File: config.mk
export PLATFORM = sky130hd
export DESIGN_NAME = tl_cntr_n
export DESIGN_NICKNAME = d
export VERILOG_FILES = /design/src/rtl/tl_cntr_n.sv
export SDC_FILE = /design/constraint.sdc
export NUM_CORES = 1
export LEC_CHECK = 0
export ABC_AREA = 1
export BUFFER_PORTS_ARGS = -buffer_cell sky130_fd_sc_hd__buf_2
export CORE_AREA = 2 2 39 41
export CTS_CLUSTER_DIAMETER = 40
export CTS_CLUSTER_SIZE = 20
export DETAILED_ROUTE_END_ITERATION = 10
export DIE_AREA = 0 0 41 43
export PLACE_DENSITY_LB_ADDON = 0.05
export SKIP_CTS_REPAIR_TIMING = 1
export SLEW_MARGIN = 10
export SYNTH_ARGS = -nofsm -noshare
export SYNTH_HDL_FRONTEND = slang
export SYNTH_SLANG_ARGS = --single-unit
File: constraint.sdc
create_clock -name clk -period 1.55 [get_ports clk]
set_input_delay 0 -clock clk [delete_from_list [all_inputs] [get_ports clk]]
set_output_delay 0 -clock clk [all_outputs]
set_load 0.02 [all_outputs]
File: src/rtl/tl_cntr_n.sv
// tl_cntr_n: N-approach round-robin traffic light controller.
//
// Approaches are served in round-robin order, and approaches with no traffic are
// skipped. A green phase ends only when some other approach is waiting. It ends
// once MIN_GREEN has elapsed and the active approach is idle, or when MAX_GREEN
// is reached. Each green is followed by YELLOW_TIME cycles of yellow and
// ALL_RED_TIME cycles of all-red. The next approach is chosen in the last
// all-red cycle.
//
// Optional feature, enabled by defining the macro TL_PED_EN:
//   A pedestrian request latches a pending flag. At the end of the all-red
//   phase the controller then enters WALK for WALK_TIME cycles, with all lights
//   red. From WALK it goes directly to the next green.
//
// Ports:
//   clk      in   rising-edge clock
//   reset    in   asynchronous, active-high reset
//   T        in   [NUM_DIR] traffic sensor per approach (1 = vehicle waiting)
//   L        out  [2*NUM_DIR] light of approach i on L[2i+1:2i]
//                 (00 green, 01 yellow, 10 red)
//   act_dir  out  index of the approach owning the current phase
//   phase    out  00 GREEN, 01 YELLOW, 10 ALL_RED, 11 WALK
//   ped_req  in   pedestrian request, level or pulse (TL_PED_EN only)
//   walk     out  pedestrian walk indication (TL_PED_EN only)
module tl_cntr_n #(
  parameter int unsigned NUM_DIR      = 2,
  parameter int unsigned MIN_GREEN    = 4,
  parameter int unsigned MAX_GREEN    = 8,
  parameter int unsigned YELLOW_TIME  = 2,
  parameter int unsigned ALL_RED_TIME = 1,
  parameter int unsigned WALK_TIME    = 5
) (
  input  logic                                        clk,
  input  logic                                        reset,
  input  logic [NUM_DIR-1:0]                          T,
  output logic [2*NUM_DIR-1:0]                        L,
  output logic [((NUM_DIR > 2) ? $clog2(NUM_DIR) : 1)-1:0] act_dir,
  output logic [1:0]                                  phase
`ifdef TL_PED_EN
  ,
  input  logic                                        ped_req,
  output logic                                        walk
`endif
);

  localparam int unsigned DW = (NUM_DIR > 2) ? $clog2(NUM_DIR) : 1;

  // The timer is sized for the longest duration parameter.
  localparam int unsigned MaxA   = (MAX_GREEN > YELLOW_TIME) ? MAX_GREEN : YELLOW_TIME;
  localparam int unsigned MaxB   = (ALL_RED_TIME > WALK_TIME) ? ALL_RED_TIME : WALK_TIME;
  localparam int unsigned MaxDur = (MaxA > MaxB) ? MaxA : MaxB;
  localparam int unsigned TW     = (MaxDur > 1) ? $clog2(MaxDur) : 1;

  typedef enum logic [1:0] {
    StGreen  = 2'b00,
    StYellow = 2'b01,
    StAllRed = 2'b10,
    StWalk   = 2'b11
  } phase_e;

  phase_e          phase_q, phase_d;
  logic [DW-1:0]   dir_q, dir_d;
  logic [TW-1:0]   timer_q, timer_d;
  logic [DW-1:0]   next_dir;
  logic            found;
  logic            other_req;
  logic            cur_req;
  logic            timer_max;

`ifdef TL_PED_EN
  logic ped_pend_q, ped_pend_d;
`endif

  // Requests seen from the active approach and from all the others.
  always_comb begin
    cur_req   = |(T & (NUM_DIR'(1) << dir_q));
    other_req = |(T & ~(NUM_DIR'(1) << dir_q));
`ifdef TL_PED_EN
    other_req = other_req | ped_pend_q;
`endif
  end

  // Round-robin search starting after the active approach. When nobody is
  // waiting, fall back to the neighbouring approach.
  always_comb begin
    next_dir = DW'((32'(dir_q) + 32'd1) % NUM_DIR);
    found    = 1'b0;
    for (int unsigned k = 1; k < NUM_DIR; k++) begin
      if (!found && T[DW'((32'(dir_q) + k) % NUM_DIR)]) begin
        next_dir = DW'((32'(dir_q) + k) % NUM_DIR);
        found    = 1'b1;
      end
    end
  end

  assign timer_max = (timer_q == TW'(MAX_GREEN - 1));

  always_comb begin
    phase_d = phase_q;
    dir_d   = dir_q;
    timer_d = timer_q + TW'(1);
    unique case (phase_q)
      StGreen: begin
        if (other_req && (timer_q >= TW'(MIN_GREEN - 1)) && (!cur_req || timer_max)) begin
          phase_d = StYellow;
          timer_d = '0;
        end else if (timer_max) begin
          timer_d = timer_q;  // saturate; green is held while nobody else waits
        end
      end
      StYellow: begin
        if (timer_q == TW'(YELLOW_TIME - 1)) begin
          phase_d = StAllRed;
          timer_d = '0;
        end
      end
      StAllRed: begin
        if (timer_q == TW'(ALL_RED_TIME - 1)) begin
          timer_d = '0;
`ifdef TL_PED_EN
          if (ped_pend_q) begin
            phase_d = StWalk;
          end else begin
            phase_d = StGreen;
            dir_d   = next_dir;
          end
`else
          phase_d = StGreen;
          dir_d   = next_dir;
`endif
        end
      end
      StWalk: begin
`ifdef TL_PED_EN
        if (timer_q == TW'(WALK_TIME - 1)) begin
          phase_d = StGreen;
          dir_d   = next_dir;
          timer_d = '0;
        end
`else
        // Unreachable without the pedestrian feature.
        phase_d = StGreen;
        timer_d = '0;
`endif
      end
      default: begin
        phase_d = StGreen;
        timer_d = '0;
      end
    endcase
  end

`ifdef TL_PED_EN
  // The flag is cleared on WALK entry, but a request in that same cycle wins.
  always_comb begin
    ped_pend_d = ped_pend_q;
    if (phase_q == StAllRed && phase_d == StWalk) begin
      ped_pend_d = 1'b0;
    end
    if (ped_req) begin
      ped_pend_d = 1'b1;
    end
  end

  always_ff @(posedge clk or posedge reset) begin
    if (reset) begin
      ped_pend_q <= 1'b0;
    end else begin
      ped_pend_q <= ped_pend_d;
    end
  end

  assign walk = (phase_q == StWalk);
`endif

  always_ff @(posedge clk or posedge reset) begin
    if (reset) begin
      phase_q <= StGreen;
      dir_q   <= '0;
      timer_q <= '0;
    end else begin
      phase_q <= phase_d;
      dir_q   <= dir_d;
      timer_q <= timer_d;
    end
  end

  // Light decode from registered state only, so L changes only after a clock
  // edge or on reset.
  always_comb begin
    L = '0;
    for (int unsigned i = 0; i < NUM_DIR; i++) begin
      if (DW'(i) == dir_q) begin
        unique case (phase_q)
          StGreen:  L[2*i +: 2] = 2'b00;
          StYellow: L[2*i +: 2] = 2'b01;
          default:  L[2*i +: 2] = 2'b10;
        endcase
      end else begin
        L[2*i +: 2] = 2'b10;
      end
    end
  end

  assign act_dir = dir_q;
  assign phase   = phase_q;

endmodule

==> impl_metrics.toml, run 1 <==
[logic_synthesis]
postSynthAreaPerCell_sq_um = 7.152
yosysUniqueCellTypes = 15
synth_seq_cells = 6
yosysTopAreaCellShare_pct = 28.37
syn-num-nets = 83
yosys_warnings = 0
ys_seq_area_share_pct = 28.37
netlist_area_sq_um = 529.3
synthCells = 74
synth_area_leaders = "dfrtp_1 28%, nand2_1 17%, ha_1 12%"
yosysTopAreaCell = "dfrtp_1"

[cells_and_area]
drive_above_1_share_pct = 30.34
n_fill_cell = 151
area_delta_synth_final_pct = 21.75
nNetsFinal = 100
antenna_cells = 0

[global_routing]
track_usage_pct = 16.48
grt_max_degree = 7
grt_pass1_vias = 455
overflow = 0
grt_antenna_before_repair = 0
grt_pass1_wl_mm = 1.869

[sta]
final_max_slew_viol_count = 0
setup_slack_ps = 88.99
relSlewSlack_pct = 74.25
timing.final.crit_share_pct = 94.26
fmax_mhz = 684.5
final-hold-violation-count = 0
final.min_clock_period_ps = 1461
rsz0062_at_grt = "no"
worstMarginPinSlew_ps = 384.8
clock_skew_ps = 2.561
setup_viol = 0
setup_tns_ps = 0

[worst_setup_path]
critPathArrivalTime_ps = 1590
r2r_end = "timer_q[0]$_DFFE_PP0P_"
slowest_stage = "dfrtp_1"
worst_setup_path_end_kind = "flip-flop"
crit_fanout = 5
slowest_delay_ps = 400
crit_chain = "ha_2, ha_2, inv_1, nand3_2, nand3_4, nand3_1, nand2_1, nand2_1, nand2_1"
r2r_start = "timer_q[1]$_DFFE_PP0P_"
required_ps = 1680
worst_setup_path_start_kind = "flip-flop"
ff2ff_path_depth = 9
cpLargestDelayFamily = "simple AND/OR/NAND/NOR gates"
cpMostUsedCell = "nand2_1"
path_buf_inv = 1
crit_type = "reg2reg"
regToRegSetupSlack_ps = 90

[place]
dp.final_hpwl_um = 900.2
io_buffers = 10
pre_cts_ws_ps = 53.10
gp_congestion = 0.7533

[floorplanning]
die_w_um = 41
dieArea_sq_um = 1763
ioPinCount = 11
core_sq_um = 1384
die_h_um = 43
initial_core_util_pct = 38.25
rows = 14

[clocking]
cts_made_buffers = 3
cts.sinks = 6
cts_root_buf = "clkbuf_4"
clk_latency_ps = 250
clkTransAtPathRegs_ps = 40
clk_path_buf_depth = 2
cts_tree = "done"
cts_max_level = 1

[status]
status = "completed"

[drt]
num_vias = 507
vias_per_cell = 4.829
routedWlPerCell_um = 10.76
drtPass1Iterations = 4
drt_iter0_drc = 10
wl_mm = 1.130
postRouteAntennaNets = 0
drc = 0

[job]
drv_cap = 0

[pwr]
power_leakage_nw = 0.3639
ir_worst_vdd_mv = 1.152
powerDensity_nw_per_um2 = 2221

[min_path]
hp-class = "in2async"
-- layer usage --
| layer | share of wire, % | track usage (%) | vias to the layer above |
|---|---|---|---|
| met5 | 0 | 0 | - |
| met4 | 2.0 | 8.667 | 0 |
| met3 | 7.7 | 7.853 | 4 |
| met2 | 46 | 23.75 | 17 |
| met1 | 44 | 19.41 | 223 |
| li1 | - | - | 263 |
-- synthesized netlist by cell type, drive strengths merged --
cell type and instances:
nand2 25, inv 15, nand3 13, dfrtp 6, nor2 6, ha 5
a32o 1, o21ai 1, o31ai 1, xor2 1
-- state kept, by name (all words and copies together) (netlist names) --
signal   count
phase        2
act_dir      1
timer_q      3
-- area by class of cell --
cell class | count | area, sq um | area share [%]
Tap cell | 16 | 20.02 | 3.107
Multi-Input combinational cell | 53 | 327.8 | 50.87
Clock buffer | 3 | 22.52 | 3.495
Inverter | 15 | 56.30 | 8.738
Timing Repair Buffer | 12 | 67.56 | 10.49
Sequential cell | 6 | 150.1 | 23.30
-- where the power goes --
group	internal, mW	switching (mW)
Combinational	0.329	0.626
Sequential	0.236	0.0953
Clock	0.0876	0.0571
Total	0.652	0.779
-- worst reg2reg max path: stages, from the launching register on --
cell,delay [ps]
dfrtp_1,400
ha_2,220
ha_2,210
inv_1,60
nand3_2,80
nand3_4,100
nand3_1,120
nand2_1,60
nand2_1,50
nand2_1,50
-- placed cells by master (no fill, tap or decap), types with 2 or more instances in the layout --
| cell type | n |
|---|---|
| nor2_4 | 2 |
| ha_1 | 3 |
| nor2_1 | 4 |
| inv_1 | 10 |
| nand3_1 | 10 |
| ha_2 | 2 |
| buf_2 | 10 |
| inv_2 | 5 |
| nand3_4 | 2 |
| dfrtp_1 | 6 |
| clkbuf_4 | 3 |
| nand2_1 | 24 |
-- through the flow --
step	cell area [sq um]	hold slack (ps)	utilization (%)	std cells	power (mW)
finish	644.4	212.0	46.56	105	1.431
global route	644.4	259.6	46.56	105	1.596
CTS	629.4	-331.2	45.48	104	1.435
detailed placement	606.8	-66.99	43.85	101	1.279
global placement	606.8	-55.71	43.85	101	1.280
floorplan	529.3	-209.0	-	74	1.032
-- cell families after synthesis --
| family | count (synthesis) | share of synthesized area (%) |
|---|---|---|
| and+or+nand+nor | 44 | 43.26 |
| buffers and inverters | 15 | 10.64 |
| DFF | 6 | 28.37 |
| adders and majority gates | 5 | 11.82 |
| AOI/OAI and AO/OA | 3 | 4.255 |
| xor gates and xnor gates | 1 | 1.655 |
-- worst max-delay path by stage --
stage | to | depth (start not counted) | start
after floorplan | timer_q[0]$_DFFE_PP0P_ | 8 | timer_q[0]$_DFFE_PP0P_
after global placement | timer_q[0]$_DFFE_PP0P_ | 8 | timer_q[1]$_DFFE_PP0P_
after detailed placement | timer_q[2]$_DFFE_PP0P_ | 8 | timer_q[1]$_DFFE_PP0P_
after CTS | timer_q[2]$_DFFE_PP0P_ | 8 | timer_q[1]$_DFFE_PP0P_
after global routing | timer_q[0]$_DFFE_PP0P_ | 9 | timer_q[1]$_DFFE_PP0P_
final | timer_q[0]$_DFFE_PP0P_ | 9 | timer_q[1]$_DFFE_PP0P_
(Power assumes the default switching activity.)
==> run 2: changes to the inputs <==
PLACE_DENSITY = 0.69   (was default)
PLACE_DENSITY_LB_ADDON = default   (was 0.05)
==> impl_metrics.toml, run 2 (same netlist as run 1, synthesis figures left out) <==
[global_routing]
grt_antenna_before_repair = 0
track_usage_pct = 15.44
grt_max_degree = 7
grt_pass1_vias = 440
grt_pass1_wl_mm = 1.807
overflow = 0

[floorplanning]
die_w_um = 41
core_sq_um = 1384
die_h_um = 43
initial_core_util_pct = 38.25
ioPinCount = 11
rows = 14
dieArea_sq_um = 1763

[place]
dp.final_hpwl_um = 880.7
gp_congestion = 0.7923
pre_cts_ws_ps = 82.92
placed_cell_area_sq_um = 606.8
io_buffers = 10

[clocking]
clk_latency_ps = 260
cts.sinks = 6
cts_made_buffers = 3
clk_path_buf_depth = 2
clkTransAtPathRegs_ps = 50
cts_max_level = 1
cts_tree = "done"
cts_root_buf = "clkbuf_4"

[worst_setup_path]
r2r_start = "timer_q[1]$_DFFE_PP0P_"
worst_setup_path_end_kind = "flip-flop"
crit_type = "reg2reg"
ff2ff_path_depth = 9
r2r_end = "timer_q[0]$_DFFE_PP0P_"
critPathArrivalTime_ps = 1640
crit_fanout = 5
required_ps = 1750
regToRegSetupSlack_ps = 110
worst_setup_path_start_kind = "flip-flop"

[drt]
wl_mm = 1.161
routedWlPerCell_um = 11.06
drt_iter0_drc = 18
drtPass1Iterations = 4
num_vias = 520
vias_per_cell = 4.952
postRouteAntennaNets = 0
drc = 0

[job]
drv_cap = 0

[pwr]
p_switching_uw = 799.5
pwr-share-comb_pct = 66.3
power.share.sequential_pct = 23.0
internal_power_uw = 662.4
power_leakage_nw = 0.3616
ir_worst_vdd_mv = 0.9381
powerDensity_nw_per_um2 = 2260
power_mw = 1.462
p_sw_share_pct = 54.69
p_clk_share_pct = 10.7

[cells_and_area]
n_fill_cell = 147
area_delta_synth_final_pct = 22.22
drive_above_1_share_pct = 32.58
fin_area_sq_um = 646.9
final_cell_mix = "24 x nand2_1, 10 x nand3_1, 10 x buf_2"
largest_reg_flops = 3
antenna_cells = 0
largest-register = "timer_q"
nNetsFinal = 100
final_common_cell = "nand2_1"

[sta]
timing.final.crit_share_pct = 92.73
setup_tns_ps = 0
final_max_slew_viol_count = 0
setup_slack_ps = 112.7
fmax_mhz = 695.8
setup_viol = 0
worstMarginPinSlew_ps = 341.7
final-hold-violation-count = 0
relSlewSlack_pct = 77.14
clock_skew_ps = 4.203
final.min_clock_period_ps = 1437

[status]
status = "completed"

[min_path]
hp-class = "in2async"
run 2: cell counts in the layout (fill, tap and decap cells not counted):
Identical to the previous run, type by type.
run 2: power by group through the flow:
stage                     Sequential (mW)  Combinational, mW  Clock, mW
after floorplan                     0.369              0.663          0
after global placement              0.329              0.934          0
after detailed placement            0.336              0.942          0
after CTS                           0.334              0.947      0.157
after global routing                0.348               1.11      0.158
final                               0.336              0.969      0.157
run 2: metrics by stage:
| stage | utilization, % | std cells | hold WS, ps |
|---|---|---|---|
| finish | 46.75 | 105 | 195.0 |
| global route | 46.75 | 105 | 246.8 |
| CTS | 45.48 | 104 | -339.1 |
| detailed placement | 43.85 | 101 | -66.72 |
| global placement | 43.85 | 101 | -71.89 |
| floorplan | - | 74 | -209.0 |
run 2: worst max path at each step:
stage / start / to / slack (ps) / cells past startpoint
finish: timer_q[1]$_DFFE_PP0P_ / timer_q[0]$_DFFE_PP0P_ / 110 / 9
global route: timer_q[1]$_DFFE_PP0P_ / timer_q[2]$_DFFE_PP0P_ / -20 / 9
CTS: timer_q[0]$_DFFE_PP0P_ / timer_q[1]$_DFFE_PP0P_ / 70 / 9
detailed placement: timer_q[1]$_DFFE_PP0P_ / timer_q[0]$_DFFE_PP0P_ / 80 / 9
global placement: timer_q[1]$_DFFE_PP0P_ / timer_q[0]$_DFFE_PP0P_ / 140 / 8
floorplan: timer_q[0]$_DFFE_PP0P_ / timer_q[0]$_DFFE_PP0P_ / 160 / 8
run 2: layer usage:
| layer | global-route usage (%) | part of all wire, % | wire (um) |
|---|---|---|---|
| met5 | 0 | 0 | 0 |
| met4 | 8.000 | 1.5 | 17 |
| met3 | 4.712 | 8.4 | 97 |
| met2 | 23.44 | 47 | 549 |
| met1 | 18.63 | 43 | 497 |
run 2: final cells by class:
type / instances / area [sq um] / share of cell area [%]
multi-input combinational: 53 / 330.3 / 51.06
tap: 16 / 20.02 / 3.095
inverter: 15 / 56.30 / 8.704
sequential: 6 / 150.1 / 23.21
timing repair buffer: 12 / 67.56 / 10.44
clock buffer: 3 / 22.52 / 3.482
run 2: critical path, cell delays in order, from the launching register on:
cell	delay (ps)
dfrtp_1	400
ha_2	200
ha_1	180
nor2_1	100
nand2_1	100
nand3_4	120
nand3_4	90
inv_2	80
nand2_1	50
nand2_1	60
